### config.mk
export PLATFORM = sky130hd
export DESIGN_NAME = ula_seq
export DESIGN_NICKNAME = d
export VERILOG_FILES = /design/src/rtl/ula_pkg.sv /design/src/rtl/ula_regfile.sv /design/src/rtl/ula_seq.sv
export SDC_FILE = /design/constraint.sdc
export NUM_CORES = 1
export LEC_CHECK = 0
export BUFFER_PORTS_ARGS = -buffer_cell sky130_fd_sc_hd__buf_2
export CAP_MARGIN = 20
export CELL_PAD_IN_SITES_DETAIL_PLACEMENT = 1
export CELL_PAD_IN_SITES_GLOBAL_PLACEMENT = 2
export CORE_ASPECT_RATIO = 1.4
export CORE_MARGIN = 1
export CORE_UTILIZATION = 34
export CTS_CLUSTER_DIAMETER = 50
export DETAILED_ROUTE_END_ITERATION = 8
export GPL_ROUTABILITY_DRIVEN = 0
export PLACE_DENSITY_LB_ADDON = 0.1
export SLEW_MARGIN = 20
export SYNTH_ARGS = -nofsm -noshare
export SYNTH_HDL_FRONTEND = slang
export SYNTH_SLANG_ARGS = --single-unit
export TNS_END_PERCENT = 5
### constraint.sdc
create_clock -name clk -period 11.23 [get_ports clk]
set_input_delay 2.246 -clock clk [delete_from_list [all_inputs] [get_ports clk]]
set_output_delay 2.246 -clock clk [all_outputs]
set_load 0.03 [all_outputs]
### src/rtl/ula_pkg.sv
// ula_pkg: shared definitions for the ula operation sequencer.
// Op encodings, sequencer state enum, instruction field positions.
package ula_pkg;

  localparam logic [2:0] ULA_OP_ADD = 3'b000;
  localparam logic [2:0] ULA_OP_SUB = 3'b001;

  typedef enum logic [1:0] {
    IDLE = 2'd0,
    EXEC = 2'd1,
    WB   = 2'd2
  } state_t;

  // Instruction word field positions
  localparam int INSTR_OP_LSB   = 0;
  localparam int INSTR_RD_LSB   = 3;
  localparam int INSTR_RS1_LSB  = 6;
  localparam int INSTR_RS2_LSB  = 9;
  localparam int INSTR_IMM_LSB  = 12;
  localparam int INSTR_IMM_MSB  = 27;
  localparam int INSTR_USE_IMM  = 28;

  // Only add and sub are executed; everything else raises err
  function automatic logic op_legal(input logic [2:0] op);
    return (op == ULA_OP_ADD) || (op == ULA_OP_SUB);
  endfunction

endpackage

### src/rtl/ula_regfile.sv
// ula_regfile: 8x32 register file, R0 hard-wired to zero.
// Two operand read ports, one debug read port, WB write port plus a
// load write port; on an index collision the WB write wins.
module ula_regfile
  import ula_pkg::*;
(
  input  logic        clk,
  input  logic        reset,
  input  logic [2:0]  rs1_addr,
  output logic [31:0] rs1_data,
  input  logic [2:0]  rs2_addr,
  output logic [31:0] rs2_data,
  input  logic [2:0]  dbg_addr,
  output logic [31:0] dbg_data,
  input  logic        wb_we,
  input  logic [2:0]  wb_addr,
  input  logic [31:0] wb_data,
  input  logic        load_en,
  input  logic [2:0]  load_addr,
  input  logic [31:0] load_data
);

  logic [31:0] regs [8];

  // Per-register update: WB has priority over load; index 0 is never written
  always_ff @(posedge clk or posedge reset) begin
    if (reset) begin
      for (int i = 0; i < 8; i++) regs[i] <= '0;
    end else begin
      for (int i = 1; i < 8; i++) begin
        if (wb_we && (wb_addr == 3'(i)))
          regs[i] <= wb_data;
        else if (load_en && (load_addr == 3'(i)))
          regs[i] <= load_data;
      end
    end
  end

  assign rs1_data = regs[rs1_addr];
  assign rs2_data = regs[rs2_addr];
  assign dbg_data = regs[dbg_addr];

endmodule

### src/rtl/ula_seq.sv
// ula_seq: initiator side of the ula ALU interface.
// Accepts instruction words, reads operands from ula_regfile, drives the
// external combinational ula, captures its result and writes it back.
// Optional feature: define ULA_SEQ_IMM_EN to enable the sign-extended
// imm16 operand selected by the use_imm bit.
module ula_seq
  import ula_pkg::*;
(
  input  logic        clk,
  input  logic        reset,
  input  logic        in_valid,
  output logic        in_ready,
  input  logic [31:0] in_instr,
  input  logic        load_en,
  input  logic [2:0]  load_addr,
  input  logic [31:0] load_data,
  input  logic [2:0]  dbg_addr,
  output logic [31:0] dbg_data,
  output logic [31:0] alu_operand1,
  output logic [31:0] alu_operand2,
  output logic [2:0]  alu_operation,
  input  logic [31:0] alu_result,
  output logic        wb_valid,
  output logic [2:0]  wb_rd,
  output logic [31:0] wb_data,
  output logic        err
);

  state_t      state_reg;
  logic [2:0]  rd_reg;
  logic [31:0] result_reg;

  logic [2:0]  f_op;
  logic [2:0]  f_rd;
  logic [2:0]  f_rs1;
  logic [2:0]  f_rs2;
  logic [31:0] rs1_data;
  logic [31:0] rs2_data;
  logic [31:0] op2_sel;
  logic        accept;

  assign f_op  = in_instr[INSTR_OP_LSB  +: 3];
  assign f_rd  = in_instr[INSTR_RD_LSB  +: 3];
  assign f_rs1 = in_instr[INSTR_RS1_LSB +: 3];
  assign f_rs2 = in_instr[INSTR_RS2_LSB +: 3];

`ifdef ULA_SEQ_IMM_EN
  logic [31:0] imm_sext;
  logic        unused_instr_bits;
  assign imm_sext = {{16{in_instr[INSTR_IMM_MSB]}}, in_instr[INSTR_IMM_MSB:INSTR_IMM_LSB]};
  assign op2_sel  = in_instr[INSTR_USE_IMM] ? imm_sext : rs2_data;
  assign unused_instr_bits = ^in_instr[31:29];
`else
  logic unused_instr_bits;
  assign op2_sel = rs2_data;
  assign unused_instr_bits = ^in_instr[31:12];
`endif

  // Loads block accept so a preload never races the operand read
  assign in_ready = (state_reg == IDLE) && !load_en;
  assign accept   = in_valid && in_ready;

  assign wb_rd   = rd_reg;
  assign wb_data = result_reg;

  ula_regfile u_regfile (
    .clk       (clk),
    .reset     (reset),
    .rs1_addr  (f_rs1),
    .rs1_data  (rs1_data),
    .rs2_addr  (f_rs2),
    .rs2_data  (rs2_data),
    .dbg_addr  (dbg_addr),
    .dbg_data  (dbg_data),
    .wb_we     (wb_valid),
    .wb_addr   (rd_reg),
    .wb_data   (result_reg),
    .load_en   (load_en),
    .load_addr (load_addr),
    .load_data (load_data)
  );

  // Sequencer FSM: IDLE -> EXEC -> WB, all outputs registered
  always_ff @(posedge clk or posedge reset) begin
    if (reset) begin
      state_reg     <= IDLE;
      alu_operand1  <= '0;
      alu_operand2  <= '0;
      alu_operation <= ULA_OP_ADD;
      rd_reg        <= '0;
      result_reg    <= '0;
      wb_valid      <= 1'b0;
      err           <= 1'b0;
    end else begin
      wb_valid <= 1'b0;
      err      <= 1'b0;
      case (state_reg)
        IDLE: begin
          if (accept) begin
            alu_operand1  <= rs1_data;
            alu_operand2  <= op2_sel;
            alu_operation <= f_op;
            rd_reg        <= f_rd;
            err           <= !op_legal(f_op);
            state_reg     <= EXEC;
          end
        end
        EXEC: begin
          if (op_legal(alu_operation)) begin
            result_reg <= alu_result;
            wb_valid   <= 1'b1;
          end
          state_reg <= WB;
        end
        WB: begin
          state_reg <= IDLE;
        end
        default: begin
          state_reg <= IDLE;
        end
      endcase
    end
  end

endmodule

* Word level (Yosys, flattened, before mapping) *
Cells that the tools add are included.

word-level totals
  register bits = 330
  output and inout bits = 137
  logic and storage cells = 100

operators by class
  $lt $le $gt $ge = 3
  equality and inequality tests = 18
  muxes and demuxes = 29
  bitwise gates (word level) = 3
  reduce and logical (&&, ||, !) cells = 32

operators by type and width
  cell                                                                    count
  32-bit two-way mux                                                      20
  32-bit binary-select mux with 3-bit select                              3
  3-bit equality test (second input constant)                             8
  1-bit logical AND                                                       16
  2-bit nonzero test                                                      7
  3-bit by 1-bit equality test with 1-bit output (second input constant)  4
  3-bit by 2-bit equality test with 1-bit output (second input constant)  4
  4-bit >= comparator (second input constant)                             3
  3-bit inverter with 4-bit output                                        3
  3-bit zero test                                                         2
  1-bit two-way mux                                                       4
  2-bit one-hot mux with 2 select lines                                   1
  2-bit AND reduction                                                     2
  2-bit by 1-bit equality test with 1-bit output (second input constant)  1
  1-bit zero test                                                         2
  2-bit zero test                                                         1
  1-bit logical OR                                                        2
  2-bit two-way mux                                                       1
  2-bit inequality test (second input constant)                           1

* Logic depth before layout (Yosys ltp) *
Gate-level depths: netlist of run 1.

  depth after elaboration = 5
  depth in mapped cells = 6
  depth with buffers taken out = 3

* By module *
A second synthesis of run 1 with hierarchy kept.

unflattened totals
  cells, all modules = 1768
  area, all modules = 19990.4 µm²

modules (own cells, without submodules)
  module       instances  cells each  area each (µm²)  sequential area each (µm²)
  ula_regfile  1          1543        15941.5          5605.4
  ula_seq      1          225         4048.9           2652.5

* Worst setup path before layout of run 1 *
No wires, ideal clock.

  path type = input to output
  start point = input dbg_addr[0]
  end point = output dbg_data[31]
  data arrival time = 3.699 ns
  setup slack = 5.285 ns
  stages = 5
  path buffers = 3
  cell sequence = buf_4 > buf_4 > buf_1 > a22oi_1 > o21ai_0

between the ends
  word-level cells in the longest chain between the ends = 4

ends and longest elaborated chain
  what                                                    RTL line           RTL
  start, declared                                         ula_seq.sv:17      input logic [2:0] dbg_addr,
  3-bit inverter with 4-bit output (not written as such)  ula_regfile.sv:41  assign dbg_data = regs[dbg_addr];
  32-bit binary-select mux with 3-bit select              ula_regfile.sv:41
  32-bit two-way mux (not written as such) (2 in series)  ula_regfile.sv:41
  end, declared                                           ula_seq.sv:18      output logic [31:0] dbg_data,

Every way passes these cells. The select of a mux whose other input is x is not followed.

* Worst setup path in the final report of run 1 *
  start point = input dbg_addr[1]
  end point = output dbg_data[31]

The elaborated chain is that of the path after synthesis.

==> results.cfg, run 1 <==
[yosys]
synth-seq-cells = 330
syn_nets = 1985
async_flop_share_pct = 100
synth_top_area_share_pct = 42.5
yosys-top-cells-area = dfrtp_1, mux2i_1, mux2_2
synth_cell_type_count = 35
yosys_warnings = 32
ys.flop_type = dfrtp_1
synth_edf_count = 0
synth_most_common_cell = mux2i_1
syn_inst = 1879
netlist.top_cell.by_area = dfrtp_1
avgSynthCellArea_um2 = 10.3
synth_top_cells_by_count = mux2i_1, dfrtp_1, nor2_1
syn-cell-area_mm2 = 0.0194
yosysSeqAreaShare_pct = 42.5

[clock_network]
holdBufCountCts = 0
h-tree-depth = 2
post_cts_buffers = 0
cts_buffers = 46
clk_latency_ps = 580
cts.sinks = 330
cts_root_buffer = clkbuf_16
clkTransAtPathRegs_ps = 60
ctsResizeCount = 0
cts_tree = done
cts.path.max_buffers = 3

[timing]
hold_viol_final = 0
setup_violations = 0
min_period_ps = 7340
holdWs_ps = 499
max_freq_mhz = 136
report.final.slew_viol_count = 0
fin_crit_sh_pct = 65.4
rsz0062_at_grt = false
worst_slack_ps = 3890
slew_headroom_pct = 27.7
skew_ps = 18.1
tightest_slew_ps = 1090
final.setup.tns_ps = 0

[finish]
syn2layout_area_growth_pct = 15.5
largest_reg_flops = 224
finalNonFillerCells = 2751
final_nets = 2087
layout-drive-gt1-share_pct = 25.4
fill_cells = 6297
top_register = u_regfile.regs

[floorplanning]
boundaryPins = 243
num_rows = 103
coreArea_mm2 = 0.0564
dieArea_mm2 = 0.0582
die_w_um = 204
start_util_pct = 34.5
die_height_um = 285

[route]
drtPass1Iterations = 5
avgViaCountPerCell = 5.74
wirelength_um = 74400
drcViolationCount = 0
dr_total_vias = 15798
detail-route-antenna-nets = 0
dr.first_iter.drc_count = 724
wl_per_cell_um = 27.0

[place]
preCtsSetupSlack_ps = 3790
io_buffers = 222
dp.cells = 2668
hpwl_um = 42400

[job]
cap_viol_max_count = 0

[global_route]
first_global_vias = 16840
grt-ovfl-total = 0
grt_pass1_wl_um = 111000
grt_max_degree = 156
antenna_found_initial = 3
grt_use_total_pct = 25.7

[worst_setup_path]
path_class = primary input to output port
start_kind = primary input
path_max_fanout = 36
cp.arrival_ps = 5100
required_ps = 8980
end_kind = output port

[run_status]
status = finished clean

[power]
peakVddDrop_uv = 145
cellPowerDensity_mw_per_mm2 = 234
p_leak_nw = 9.97

[worst_hold_path]
hold_path.class = flop to flop
[routing by layer]
metal  wire length [µm]  GRT usage [%]  up-vias
met4               1750           7.22        4
met2              36800           44.2      354
met1              32800           33.3     8259
li1                   -              -     7079
met5                 24              0        -
met3               2940           3.54      102
[cells by family after synthesis]
group	count (synthesis)	synth area share, %
compound gates	483	15.6
buf+inv	232	5.57
flops	330	42.5
mux	518	29.6
simple gates	316	6.85
[where the power goes]
part / leakage (nW) / switching, mW / total, mW / internal (mW)
logic: 5.44 / 0.896 / 1.60 / 0.700
registers: 3.76 / 0.530 / 2.12 / 1.59
clock network: 0.776 / 0.596 / 1.55 / 0.954
total: 9.97 / 2.02 / 5.26 / 3.24
[cells in the final DEF, fill, tap and decap left out, types with 2 or more instances in the layout]
master	n
mux2_2	131
clkinvlp_4	6
buf_2	217
nand2b_2	4
nand4b_1	6
nor3b_4	3
mux2i_1	354
a31oi_1	62
nand4_1	2
o221ai_1	2
a21oi_1	161
o21ai_0	7
clkinv_2	7
o21ai_1	90
o22a_1	64
and2_2	2
a211oi_1	2
and4bb_4	6
dfrtp_1	330
buf_4	32
mux4_2	32
buf_6	3
clkbuf_8	7
clkinv_4	2
clkbuf_1	5
nand2_1	99
inv_1	31
bufinv_16	5
nor2_1	190
clkbuf_16	49
a221oi_1	31
inv_6	2
a22oi_1	63
[stage by stage]
stage / total power, mW / cell area [µm²] / util, %
after floorplan: 3.18 / 19500 / -
after global placement: 3.68 / 20800 / 36.9
after detailed placement: 3.74 / 20900 / 37.0
after CTS: 5.32 / 22500 / 39.8
after global routing: 5.56 / 22500 / 39.8
final: 5.26 / 22500 / 39.8
[worst paths after layout]
kind / from / end / slack [ps] / cells past startpoint
max: dbg_addr[1] / dbg_data[31] / 3890 / 6
min: state_reg[1] / state_reg[1] / 500 / 1
max reg2reg: state_reg[0] / alu_operand1[26] / 8620 / 5
min reg2reg: state_reg[1] / state_reg[1] / 500 / 1
max in group asynchronous: reset / alu_operand1[12] / 7040 / 5
min in group asynchronous: reset / wb_data[17] / 1930 / 3
[critical path, cell delays in order]
cell	delay, ps
buf_4	530
nor2b_4	810
buf_4	470
a22oi_1	140
o21ai_0	520
buf_2	310
[final cells by class]
class	instances	area, µm²	area share [%]
clock buffer	61	1340	5.97
antenna	1	2.50	0.0111
sequential	330	8260	36.8
tap	735	920	4.09
multi-input combinational	1317	10200	45.3
clock inverter	21	258	1.15
inverter	32	124	0.551
timing repair buffer	254	1400	6.21
Note: power is estimated with default switching activity, not from simulation.
==> run 2: changes to the inputs <==
Settings changed: ABC_AREA set to 1, CORE_UTILIZATION 34 to 29.
Clock period 11.23 ns to 6.2 ns, I/O delays scaled along.
==> run 2 against run 1 <==
Net effect: non-clock buffer count is 15 higher; sequential power is 73% higher; sequential share of layout area shrank 2.9 points; synthesized area rose by 7.6%; power is 78% higher.
==> results.cfg, run 2 <==
[run_status]
status = finished clean

[route]
drtPass1Iterations = 6
detail-route-antenna-nets = 0
wirelength_um = 114000
drcViolationCount = 0
dr.first_iter.drc_count = 1808
dr_total_vias = 24060
wl_per_cell_um = 25.9
avgViaCountPerCell = 5.50

[worst_setup_path]
start_kind = primary input
timing.rr.start = wb_rd[0]
end_kind = output port
cpLargestDelayFamily = buffers and inverters
path_class = primary input to output port
crit_chain = buf_2 -> clkinv_2 -> buf_4 -> nor2_1 -> o21ai_0 -> o21ai_0 -> nand2_1 -> nand2_1 -> buf_2
required_ps = 4960
worst_path_largest_cell_delay_ps = 620
slowest_stage = clkinv_2
cp.arrival_ps = 3380
crit_buf_inv = 4
path_max_fanout = 36
cp-startpoint = dbg_addr[1]

[clock_network]
h-tree-depth = 2
cts_tree = done
post_cts_buffers = 0
ctsResizeCount = 0
cts_root_buffer = clkbuf_16
clk_latency_ps = 630
holdBufCountCts = 0
cts_buffers = 49
cts.path.max_buffers = 3
cts.sinks = 330
clkTransAtPathRegs_ps = 60

[finish]
final_common_cell = nand2_1
largest_reg_flops = 224
top_register = u_regfile.regs
fin_area_mm2 = 0.0244
mostFrequentLayoutCells = nand2_1, nand3_1, nor2_1
final_nets = 3495
fill_cells = 9242
syn2layout_area_growth_pct = 16.5
layout-drive-gt1-share_pct = 11.5

[global_route]
grt_use_total_pct = 30.7
antenna_found_initial = 3
first_global_vias = 25269
grt_max_degree = 148
grt-ovfl-total = 0
grt_pass1_wl_um = 167000

[power]
peakVddDrop_uv = 247
internal_power_mw = 5.39
power_frac_seq_pct = 39.2
power.share.clock_pct = 31.9
power_switching_mw = 3.98
power.total_mw = 9.37
cellPowerDensity_mw_per_mm2 = 384
combPwrFrac_pct = 28.9
p_sw_share_pct = 42.4
p_leak_nw = 11.9

[timing]
report.final.slew_viol_count = 0
final.setup.tns_ps = 0
fin_crit_sh_pct = 74.5
skew_ps = 26.4
max_freq_mhz = 216
hold_viol_final = 0
setup_violations = 0
tightest_slew_ps = 1200
min_period_ps = 4620
rsz0062_at_grt = false
slew_headroom_pct = 19.8

[yosys]
yosys-top-cells-area = dfrtp_1, nand2_1, nand3_1
synth_top_area_share_pct = 39.5
syn_inst = 3338
syn-cell-area_mm2 = 0.0209
synth_top_cells_by_count = nand2_1, nand3_1, nor2_1
netlist.top_cell.by_area = dfrtp_1
synth_edf_count = 0
synth_cell_type_count = 19
yosys_warnings = 32
ys.flop_type = dfrtp_1
yosysSeqAreaShare_pct = 39.5
synth-seq-cells = 330
synth_most_common_cell = nand2_1
async_flop_share_pct = 100
syn_nets = 3444
avgSynthCellArea_um2 = 6.27

[floorplanning]
num_rows = 116
start_util_pct = 29.3
dieArea_mm2 = 0.0733
boundaryPins = 243
coreArea_mm2 = 0.0714
die_w_um = 229
die_height_um = 320

[worst_hold_path]
hp-start = state_reg[1]
hold_path.class = flop to flop

[place]
hpwl_um = 62000
io_buffers = 222
placed_cell_area_mm2 = 0.0227

[job]
cap_viol_max_count = 0
[run 2: power groups by stage]
stage	Combinational [mW]	Clock [mW]	Sequential (mW)
floorplan	1.60	0	3.68
global placement	2.63	0	3.67
finish	2.71	2.99	3.67
CTS	2.73	3.06	3.67
global route	3.01	3.13	3.77
detailed placement	2.72	0	3.70
[run 2: area by class of cell]
| class | instances | area (µm²) | share of cell area [%] |
|---|---|---|---|
| antenna | 1 | 2.50 | 0.0103 |
| clock buffer | 62 | 1370 | 5.61 |
| clock inverter | 30 | 335 | 1.37 |
| inverter | 158 | 608 | 2.49 |
| multi-input combinational | 2581 | 11100 | 45.5 |
| sequential | 330 | 8260 | 33.9 |
| tap | 944 | 1180 | 4.84 |
| timing repair buffer | 269 | 1540 | 6.33 |
[run 2: routing by layer]
metal | track usage, % | share of wire (%) | up-vias
li1 | - | - | 10777
met1 | 37.1 | 40 | 12157
met2 | 54.1 | 50 | 856
met3 | 3.81 | 5.4 | 270
met4 | 13.9 | 4.4 | 0
met5 | 0 | 0 | -
[run 2: kinds of logic after synthesis]
family          Yosys count  share of synthesized area [%]
compound gates          479                           11.9
buf+inv                 427                           8.08
flops                   330                           39.5
simple gates           2102                           40.5
[run 2: through the flow]
step / util [%] / hold slack (ps) / setup slack [ps] / cells
floorplan: - / 413 / 553 / 3338
global placement: 31.8 / 437 / 1600 / 4282
detailed placement: 31.8 / 433 / 1620 / 4282
CTS: 34.1 / 448 / 1610 / 4374
global route: 34.1 / 467 / 1480 / 4374
finish: 34.2 / 449 / 1580 / 4375
[run 2: final timing paths]
kind	end	slack (ps)	cells after the start
worst max-delay path	dbg_data[29]	1580	9
worst min-delay path	state_reg[1]	450	1
worst max register to register	u_regfile.regs[19]	2840	8
worst min register to register	state_reg[1]	450	1
max in group asynchronous	alu_operand2[25]	4280	3
min in group asynchronous	u_regfile.regs[202]	650	2
[run 2: worst reg2reg max path, cell delays in order (launching register included)]
cell and delay (ps):
dfrtp_1 590, nand2_1 180, inv_1 140, nand2_4 550, o21ai_4 220, buf_4 590
inv_2 660, nand2_1 220, nand2_1 80
